===== src/rtl/alu_arbiter.sv =====
// Round-robin front end for a shared combinational ALU. It latches one request,
// executes it for one cycle and holds the result until the owner acknowledges it.
module alu_arbiter #(
    parameter int WIDTH = 16
) (
    input  logic             clk,
    input  logic             rst_n,
    input  logic             req0,
    input  logic             req1,
    input  logic [2:0]       op0,
    input  logic [2:0]       op1,
    input  logic [WIDTH-1:0] a0,
    input  logic [WIDTH-1:0] b0,
    input  logic [WIDTH-1:0] a1,
    input  logic [WIDTH-1:0] b1,
    output logic             gnt0,
    output logic             gnt1,
    output logic             rsp_valid0,
    output logic             rsp_valid1,
    input  logic             rsp_ack0,
    input  logic             rsp_ack1,
    output logic [WIDTH-1:0] rsp_result,
    output logic [3:0]       rsp_flags,
    output logic             busy,
    output logic [WIDTH-1:0] alu_operand1,
    output logic [WIDTH-1:0] alu_operand2,
    output logic [2:0]       alu_op,
    input  logic [WIDTH-1:0] alu_result,
    input  logic             alu_carry,
    input  logic             alu_overflow,
    input  logic             alu_negative,
    input  logic             alu_zero
);

    typedef enum logic [1:0] {
        IDLE = 2'd0,
        EXEC = 2'd1,
        RESP = 2'd2
    } state_t;

    state_t           state_reg, state_next;
    logic             prio_reg, prio_next;
    logic             sel_reg, sel_next;
    logic [2:0]       op_reg, op_next;
    logic [WIDTH-1:0] a_reg, a_next;
    logic [WIDTH-1:0] b_reg, b_next;
    logic [1:0]       gnt_reg, gnt_next;
    logic [1:0]       valid_reg, valid_next;
    logic             busy_reg, busy_next;
    logic [WIDTH-1:0] result_reg, result_next;
    logic [3:0]       flags_reg, flags_next;

    logic [1:0] req_vec;
    logic [1:0] ack_vec;
    logic [1:0] win;

    assign req_vec = {req1, req0};
    assign ack_vec = {rsp_ack1, rsp_ack0};

    // A requester wins if it asks alone, or if both ask and it holds priority.
    generate
        for (genvar gi = 0; gi < 2; gi++) begin : g_win
            assign win[gi] = req_vec[gi] & (~req_vec[1-gi] | (prio_reg == 1'(gi)));
        end
    endgenerate

    always_ff @(posedge clk) begin
        if (!rst_n) begin
            state_reg <= IDLE;
        end else begin
            state_reg <= state_next;
        end
    end

    always_ff @(posedge clk) begin
        if (!rst_n) begin
            prio_reg   <= 1'b0;
            sel_reg    <= 1'b0;
            op_reg     <= '0;
            a_reg      <= '0;
            b_reg      <= '0;
            gnt_reg    <= '0;
            valid_reg  <= '0;
            busy_reg   <= 1'b0;
            result_reg <= '0;
            flags_reg  <= '0;
        end else begin
            prio_reg   <= prio_next;
            sel_reg    <= sel_next;
            op_reg     <= op_next;
            a_reg      <= a_next;
            b_reg      <= b_next;
            gnt_reg    <= gnt_next;
            valid_reg  <= valid_next;
            busy_reg   <= busy_next;
            result_reg <= result_next;
            flags_reg  <= flags_next;
        end
    end

    always_comb begin
        state_next  = state_reg;
        prio_next   = prio_reg;
        sel_next    = sel_reg;
        op_next     = op_reg;
        a_next      = a_reg;
        b_next      = b_reg;
        gnt_next    = '0;
        valid_next  = valid_reg;
        result_next = result_reg;
        flags_next  = flags_reg;

        case (state_reg)
            IDLE: begin
                if (|req_vec) begin
                    sel_next   = win[1];
                    op_next    = win[1] ? op1 : op0;
                    a_next     = win[1] ? a1  : a0;
                    b_next     = win[1] ? b1  : b0;
                    gnt_next   = win;
                    state_next = EXEC;
                end
            end
            EXEC: begin
                result_next         = alu_result;
                flags_next          = {alu_carry, alu_overflow, alu_negative, alu_zero};
                valid_next[sel_reg] = 1'b1;
                state_next          = RESP;
            end
            RESP: begin
                // Priority moves only when the owner consumes its response.
                if (ack_vec[sel_reg]) begin
                    valid_next[sel_reg] = 1'b0;
                    prio_next           = ~sel_reg;
                    state_next          = IDLE;
                end
            end
            default: begin
                state_next = IDLE;
            end
        endcase

        busy_next = (state_next != IDLE);
    end

    assign gnt0         = gnt_reg[0];
    assign gnt1         = gnt_reg[1];
    assign rsp_valid0   = valid_reg[0];
    assign rsp_valid1   = valid_reg[1];
    assign rsp_result   = result_reg;
    assign rsp_flags    = flags_reg;
    assign busy         = busy_reg;
    assign alu_op       = op_reg;
    assign alu_operand1 = a_reg;
    assign alu_operand2 = b_reg;

endmodule


===== config.mk =====
export PLATFORM = sky130hd
export DESIGN_NAME = alu_arbiter
export DESIGN_NICKNAME = d
export VERILOG_FILES = /design/src/rtl/alu_arbiter.sv
export SDC_FILE = /design/constraint.sdc
export NUM_CORES = 1
export LEC_CHECK = 0
export CAP_MARGIN = 20
export CORE_MARGIN = 2
export CORE_UTILIZATION = 33
export CTS_CLUSTER_DIAMETER = 200
export DETAILED_ROUTE_END_ITERATION = 16
export PLACE_DENSITY = 0.69
export SLEW_MARGIN = 10
export SYNTH_ARGS = -nofsm -noshare
export SYNTH_HDL_FRONTEND = slang
export SYNTH_SLANG_ARGS = --single-unit

===== constraint.sdc =====
create_clock -name clk -period 3.5 [get_ports clk]
set_clock_uncertainty 0.2 [all_clocks]
set_input_delay 0.7 -clock clk [delete_from_list [all_inputs] [get_ports clk]]
set_output_delay 0.7 -clock clk [all_outputs]
set_load 0.01 [all_outputs]

==> results of run 1 <==
[logic make-up after synthesis]
logic type / synth area share [%]
flip-flops: 42.1
AO/OA/AOI/OAI: 34.8
buffers and inverters: 8.26
AND/OR/NAND/NOR: 14.9
[cell type report]
type                       instances  area [um2]
clock buffer                      10         128
clock inverter                     6        36.3
fill                             850        4380
inverter                           2        7.51
multi-input combinational        229        1530
sequential                        64        1280
tap                              111         139
timing repair buffer             162        1610
[how the worst min path moves through the flow]
stage / end / slack, ns / cells past startpoint
after floorplan: rsp_flags[0] / 0.28 / 2
after global placement: rsp_result[8] / 0.24 / 2
after detailed placement: rsp_result[13] / 0.25 / 2
after CTS: rsp_result[13] / 0.26 / 2
after global routing: rsp_result[2] / 0.28 / 2
final: rsp_result[13] / 0.26 / 2
[worst reg2reg max path, delay by kind of cell (launching register included)]
family | cells | cell delay [ns]
AOI/OAI and AO/OA | 2 | 0.26
and+or+nand+nor | 1 | 0.59
DFF | 1 | 0.48
buffers and inverters | 1 | 0.37
[stage by stage]
stage / setup WS (ns) / util [%] / cells / instance area, um2
final: 1.06 / 51.9 / 584 / 4730
after global routing: 0.973 / 51.9 / 584 / 4730
after CTS: 1.10 / 51.9 / 584 / 4730
after detailed placement: 0.739 / 50.1 / 568 / 4570
after global placement: 0.809 / 50.1 / 568 / 4570
after floorplan: 1.72 / - / 332 / 3050
[metal layers]
metal,part of all wire (%),GRT usage (%),vias to the layer above
met4,1.3,6.53,0
met5,0,0,-
li1,-,-,1498
met3,7.5,4.74,7
met2,45,28.2,112
met1,46,24.4,1399
[cells in the final DEF, fill, tap and decap left out, drive strengths merged, types with 2 or more instances in the layout]
| cell type | count |
|---|---|
| nand2 | 42 |
| clkbuf | 10 |
| o311a | 35 |
| nand2b | 3 |
| dfxtp | 64 |
| clkinv | 6 |
| a21boi | 35 |
| nor2 | 4 |
| clkdlybuf4s50 | 154 |
| o21ai | 5 |
| nor2b | 2 |
| o21bai | 35 |
| a21oi | 25 |
| buf | 8 |
| a211oi | 2 |
| and3 | 35 |
[power breakdown]
part           switching (mW)  leakage, nW  internal (mW)
clock network           0.289       0.0858          0.253
logic                   0.234         1.29          0.323
registers              0.0383        0.528          0.802
total                   0.562         1.90           1.38
==> impl_metrics.csv, run 1 <==
group,metric,value,unit
min_path,hp-class,"reg -> reg",
yosys,yosys_warnings,0,
yosys,yosysSeqAreaShare,42.1,%
floorplanning,row_count,35,
global_route,grt_pass1_vias,2962,
clocking,clk_latency,0.33,ns
clocking,post_cts_buffers,0,
power_and_ir_drop,vdd.ir_drop.worst,0.000192,V
power_and_ir_drop,power_density,410,nW/um2
sta,hold-worst-slack,0.257,ns
floorplanning,start_util,33.4,%
drt,firstDrtPassIters,4,
power_and_ir_drop,fin_total_pwr,1.94,mW
worst_setup_path,crit_start,"req0",
drt,drcViolationCount,0,
drt,drt_iter0_markers,153,
clocking,cts_root_buf,"clkbuf_8",
sta,fin_tns_setup,0,ns
global_route,antenna_found_initial,0,
job,drv_cap,0,
worst_setup_path,crit_family,"buffers and inverters",
yosys,ys_ff_latch,64,
cells_and_area,nets,564,
global_route,track_usage,18.1,%
yosys,synth_cells,332,
drt,antenna_left,0,
floorplanning,core_area,9110,um2
worst_setup_path,path_buf_inv,2,
yosys,synth-edff-count,0,
yosys,synth_nets,428,
cells_and_area,drive_gt1_share,5.71,%
global_route,grt_max_degree,51,
worst_setup_path,crit_cells,5,
cells_and_area,num_antenna_cells,0,
yosys,avgSynthCellArea,9.17,um2
power_and_ir_drop,leakage,1.90,nW
clocking,cts-resized-gates,0,
worst_setup_path,r2r_end,"alu_operand1[7]",
yosys,synth.area.top_cells,"dfxtp_1 42%, o311a_1 12%, a21boi_0 8.6%, o21bai_1 8.6%, and3_1 7.2%",
worst_setup_path,cp.arrival,2.46,ns
worst_setup_path,r2r-start,"state_reg[0]",
clocking,htree_levels,3,
worst_setup_path,reg2reg_depth,4,
yosys,synth.most_common_cell,"dfxtp_1",
worst_setup_path,critPathKind,"in -> reg",
worst_setup_path,critical_path_required,3.52,ns
place,place_congestion,0.755,
worst_setup_path,endpoint,"alu_operand2[15]",
drt,vias,3016,
drt,wirelength,9.16,mm
clocking,cts_hold_buffers,0,
yosys,synth.distinct_cells,27,
sta,maxSlewHeadroom,52.1,%
worst_setup_path,slowest_delay,0.64,ns
sta,worst_slew_pin_slew,0.719,ns
place,dpl.hpwl,6.03,mm
clocking,cts_tree,"built",
sta,drv_slew,0,
clocking,cts_buffers,9,
drt,wl_per_cell,15.7,um
worst_setup_path,rrSetupSlack,1.49,ns
sta,period_share,69.7,%
sta,min_period,2.44,ns
sta,setup_viol,0,
sta,max_clock_freq,0.410,GHz
run_status,status,"complete, no violations",
worst_setup_path,cp_cell_sequence,"clkdlybuf4s50_1 > nand2b_2 > buf_12 > and3_1 > o311a_1",
yosys,synthTopCellsByCount,"64 x dfxtp_1, 42 x nand2_1",
yosys,synth_top_area_cell,"dfxtp_1",
clocking,cts.sinks,64,
min_path,hp-start,"rsp_result[13]",
global_route,grt_overflow_total,0,
global_route,grt_pass1_wl,14.5,mm
cells_and_area,area_delta_synth_final,55.3,%
clocking,cts_max_path_buffers,2,
drt,via_per_inst,5.16,
sta,hold_viol_final,0,
yosys,ys.flop_type,"dfxtp_1",
floorplanning,die_w,100,um
clocking,path_clk_slew,0.07,ns
place,portBuffers,155,
yosys,syn_area,3050,um2
floorplanning,dieArea,10000,um2
worst_setup_path,cpMaxStageDelayCell,"clkdlybuf4s50_1",
yosys,ys_async_sr_fraction,0,%
worst_setup_path,end_kind,"flip-flop",
worst_setup_path,critPathMaxFanout,50,
floorplanning,die_height,100,um
sta,grt_setup_unrepaired,"no",
worst_setup_path,critPathLaunchType,"input pin",
yosys,yosys.area.top_type_share,42.1,%
floorplanning,io_pins,156,
No activity file was read; power rests on OpenSTA's default activity.
==> inputs of run 2 (changes only) <==
Settings changed: PLACE_DENSITY 0.69 to 0.71.
Clock period 3.5 ns to 2.1 ns, I/O delays scaled along.
==> impl_metrics.csv, run 2 (synthesis results as in run 1) <==
group,metric,value,unit
cells_and_area,post-route-cell-area,4920,um2
run_status,status,"complete, no violations",
place,portBuffers,155,
drt,wl_per_cell,15.3,um
worst_setup_path,critPathKind,"reg -> out",
worst_setup_path,critPathLaunchType,"flip-flop",
worst_setup_path,r2r_end,"alu_operand1[12]",
cells_and_area,num_antenna_cells,0,
drt,vias,3057,
min_path,hp-start,"rsp_result[4]",
floorplanning,start_util,33.4,%
power_and_ir_drop,p_comb_share,27.4,%
sta,min_period,1.88,ns
cells_and_area,mostFrequentLayoutCells,"154 x clkdlybuf4s50_1, 64 x dfxtp_1, 42 x nand2_1",
worst_setup_path,path_buf_inv,1,
worst_setup_path,slowest_delay,0.57,ns
global_route,grt_util_met3,6.41,%
power_and_ir_drop,p_sw_share,25.9,%
sta,hold_viol_final,0,
min_path,hold_depth,2,
clocking,post_cts_buffers,0,
power_and_ir_drop,clkPwrFrac,33.3,%
clocking,cts_max_path_buffers,2,
clocking,path_clk_slew,0.07,ns
worst_setup_path,end_kind,"output port",
worst_setup_path,cp.arrival,1.26,ns
global_route,grt_max_degree,47,
floorplanning,row_count,35,
place,dpl.hpwl,6.26,mm
floorplanning,io_pins,156,
drt,antenna_left,0,
global_route,grt_pass1_wl,14.5,mm
worst_setup_path,critPathMaxFanout,3,
power_and_ir_drop,switching_power,0.923,mW
drt,wirelength,9.02,mm
global_route,track_usage,18.1,%
power_and_ir_drop,power.share.sequential,39.3,%
worst_setup_path,cpMaxStageDelayCell,"clkdlybuf4s50_1",
place,placed_cell_area,4700,um2
place,place_congestion,0.808,
min_path,hp-class,"reg -> reg",
cells_and_area,final_common_cell,"clkdlybuf4s50_1",
worst_setup_path,r2r-start,"state_reg[0]",
clocking,cts_buffers,9,
clocking,cts.sinks,64,
power_and_ir_drop,power_density,724,nW/um2
power_and_ir_drop,vdd.ir_drop.worst,0.000299,V
cells_and_area,drive_gt1_share,7.08,%
global_route,antenna_found_initial,0,
global_route,grt_overflow_total,0,
worst_setup_path,rrSetupSlack,0.35,ns
global_route,grtUsageMet2,30.4,%
clocking,cts_root_buf,"clkbuf_8",
sta,grt_setup_unrepaired,"no",
sta,period_share,89.5,%
drt,drcViolationCount,0,
worst_setup_path,critical_path_required,1.48,ns
job,drv_cap,0,
sta,setup_viol,0,
clocking,cts-resized-gates,0,
min_path,min_to,"rsp_result[4]",
floorplanning,die_w,100,um
floorplanning,dieArea,10000,um2
cells_and_area,area_delta_synth_final,61.6,%
worst_setup_path,crit_family,"buffers and inverters",
sta,drv_slew,0,
global_route,grt_pass1_vias,3036,
drt,via_per_inst,5.17,
drt,drt_iter0_markers,67,
global_route,gr-usage-met1,21.5,%
clocking,clk_latency,0.33,ns
global_route,busiest_layer,"met2",
cells_and_area,nets,572,
sta,fin_tns_setup,0,ns
power_and_ir_drop,p_int,2.64,mW
cells_and_area,utilization,54.0,%
worst_setup_path,cp_cell_sequence,"clkdlybuf4s50_1",
sta,max_clock_freq,0.532,GHz
floorplanning,die_height,100,um
clocking,htree_levels,3,
drt,firstDrtPassIters,4,
sta,worst_slew_pin_slew,0.346,ns
clocking,cts_hold_buffers,0,
clocking,cts_tree,"built",
floorplanning,core_area,9110,um2
power_and_ir_drop,leakage,2.00,nW
worst_setup_path,reg2reg_depth,4,
sta,maxSlewHeadroom,76.9,%
[run 2: layer usage]
layer	share of wire, %	vias up
li1	-	1510
met1	43	1412
met2	47	124
met3	8.7	11
met4	1.2	0
met5	0	-
[run 2: how the worst max path moves through the flow]
| stage | endpoint | slack, ns | depth (start not counted) |
|---|---|---|---|
| 5_1_grt | rsp_valid0 | 0.16 | 1 |
| 6_report | rsp_valid1 | 0.22 | 1 |
| 3_3_place_gp | alu_operand2[13] | 0.10 | 5 |
| 4_1_cts | rsp_valid1 | 0.20 | 1 |
| 3_5_place_dp | alu_operand2[14] | 0.07 | 5 |
| 2_1_floorplan | alu_op[2] | 0.60 | 5 |
[run 2: final cells by class]
cell class	instances	area, um2
clock inverters	3	65.1
inverters	2	7.51
flip-flops and latches	64	1280
multi-input cells	229	1530
fillers	852	4190
well taps	111	139
repair buffers	170	1750
clock buffers	12	155
[run 2: metrics by stage]
stage	instances	total power, mW	hold slack, ns	worst slack, ns
6_report	591	3.56	0.254	0.220
3_3_place_gp	576	2.39	0.241	0.103
3_5_place_dp	576	2.41	0.246	0.0683
4_1_cts	591	3.60	0.256	0.204
5_1_grt	591	3.75	0.268	0.160
2_1_floorplan	332	1.90	0.281	0.599
[run 2: power by group through the flow]
stage	Clock (mW)	Sequential (mW)	Combinational [mW]
CTS	1.22	1.40	0.986
detailed placement	0	1.43	0.982
floorplan	0	1.48	0.426
finish	1.19	1.40	0.975
global route	1.27	1.42	1.06
global placement	0	1.43	0.964
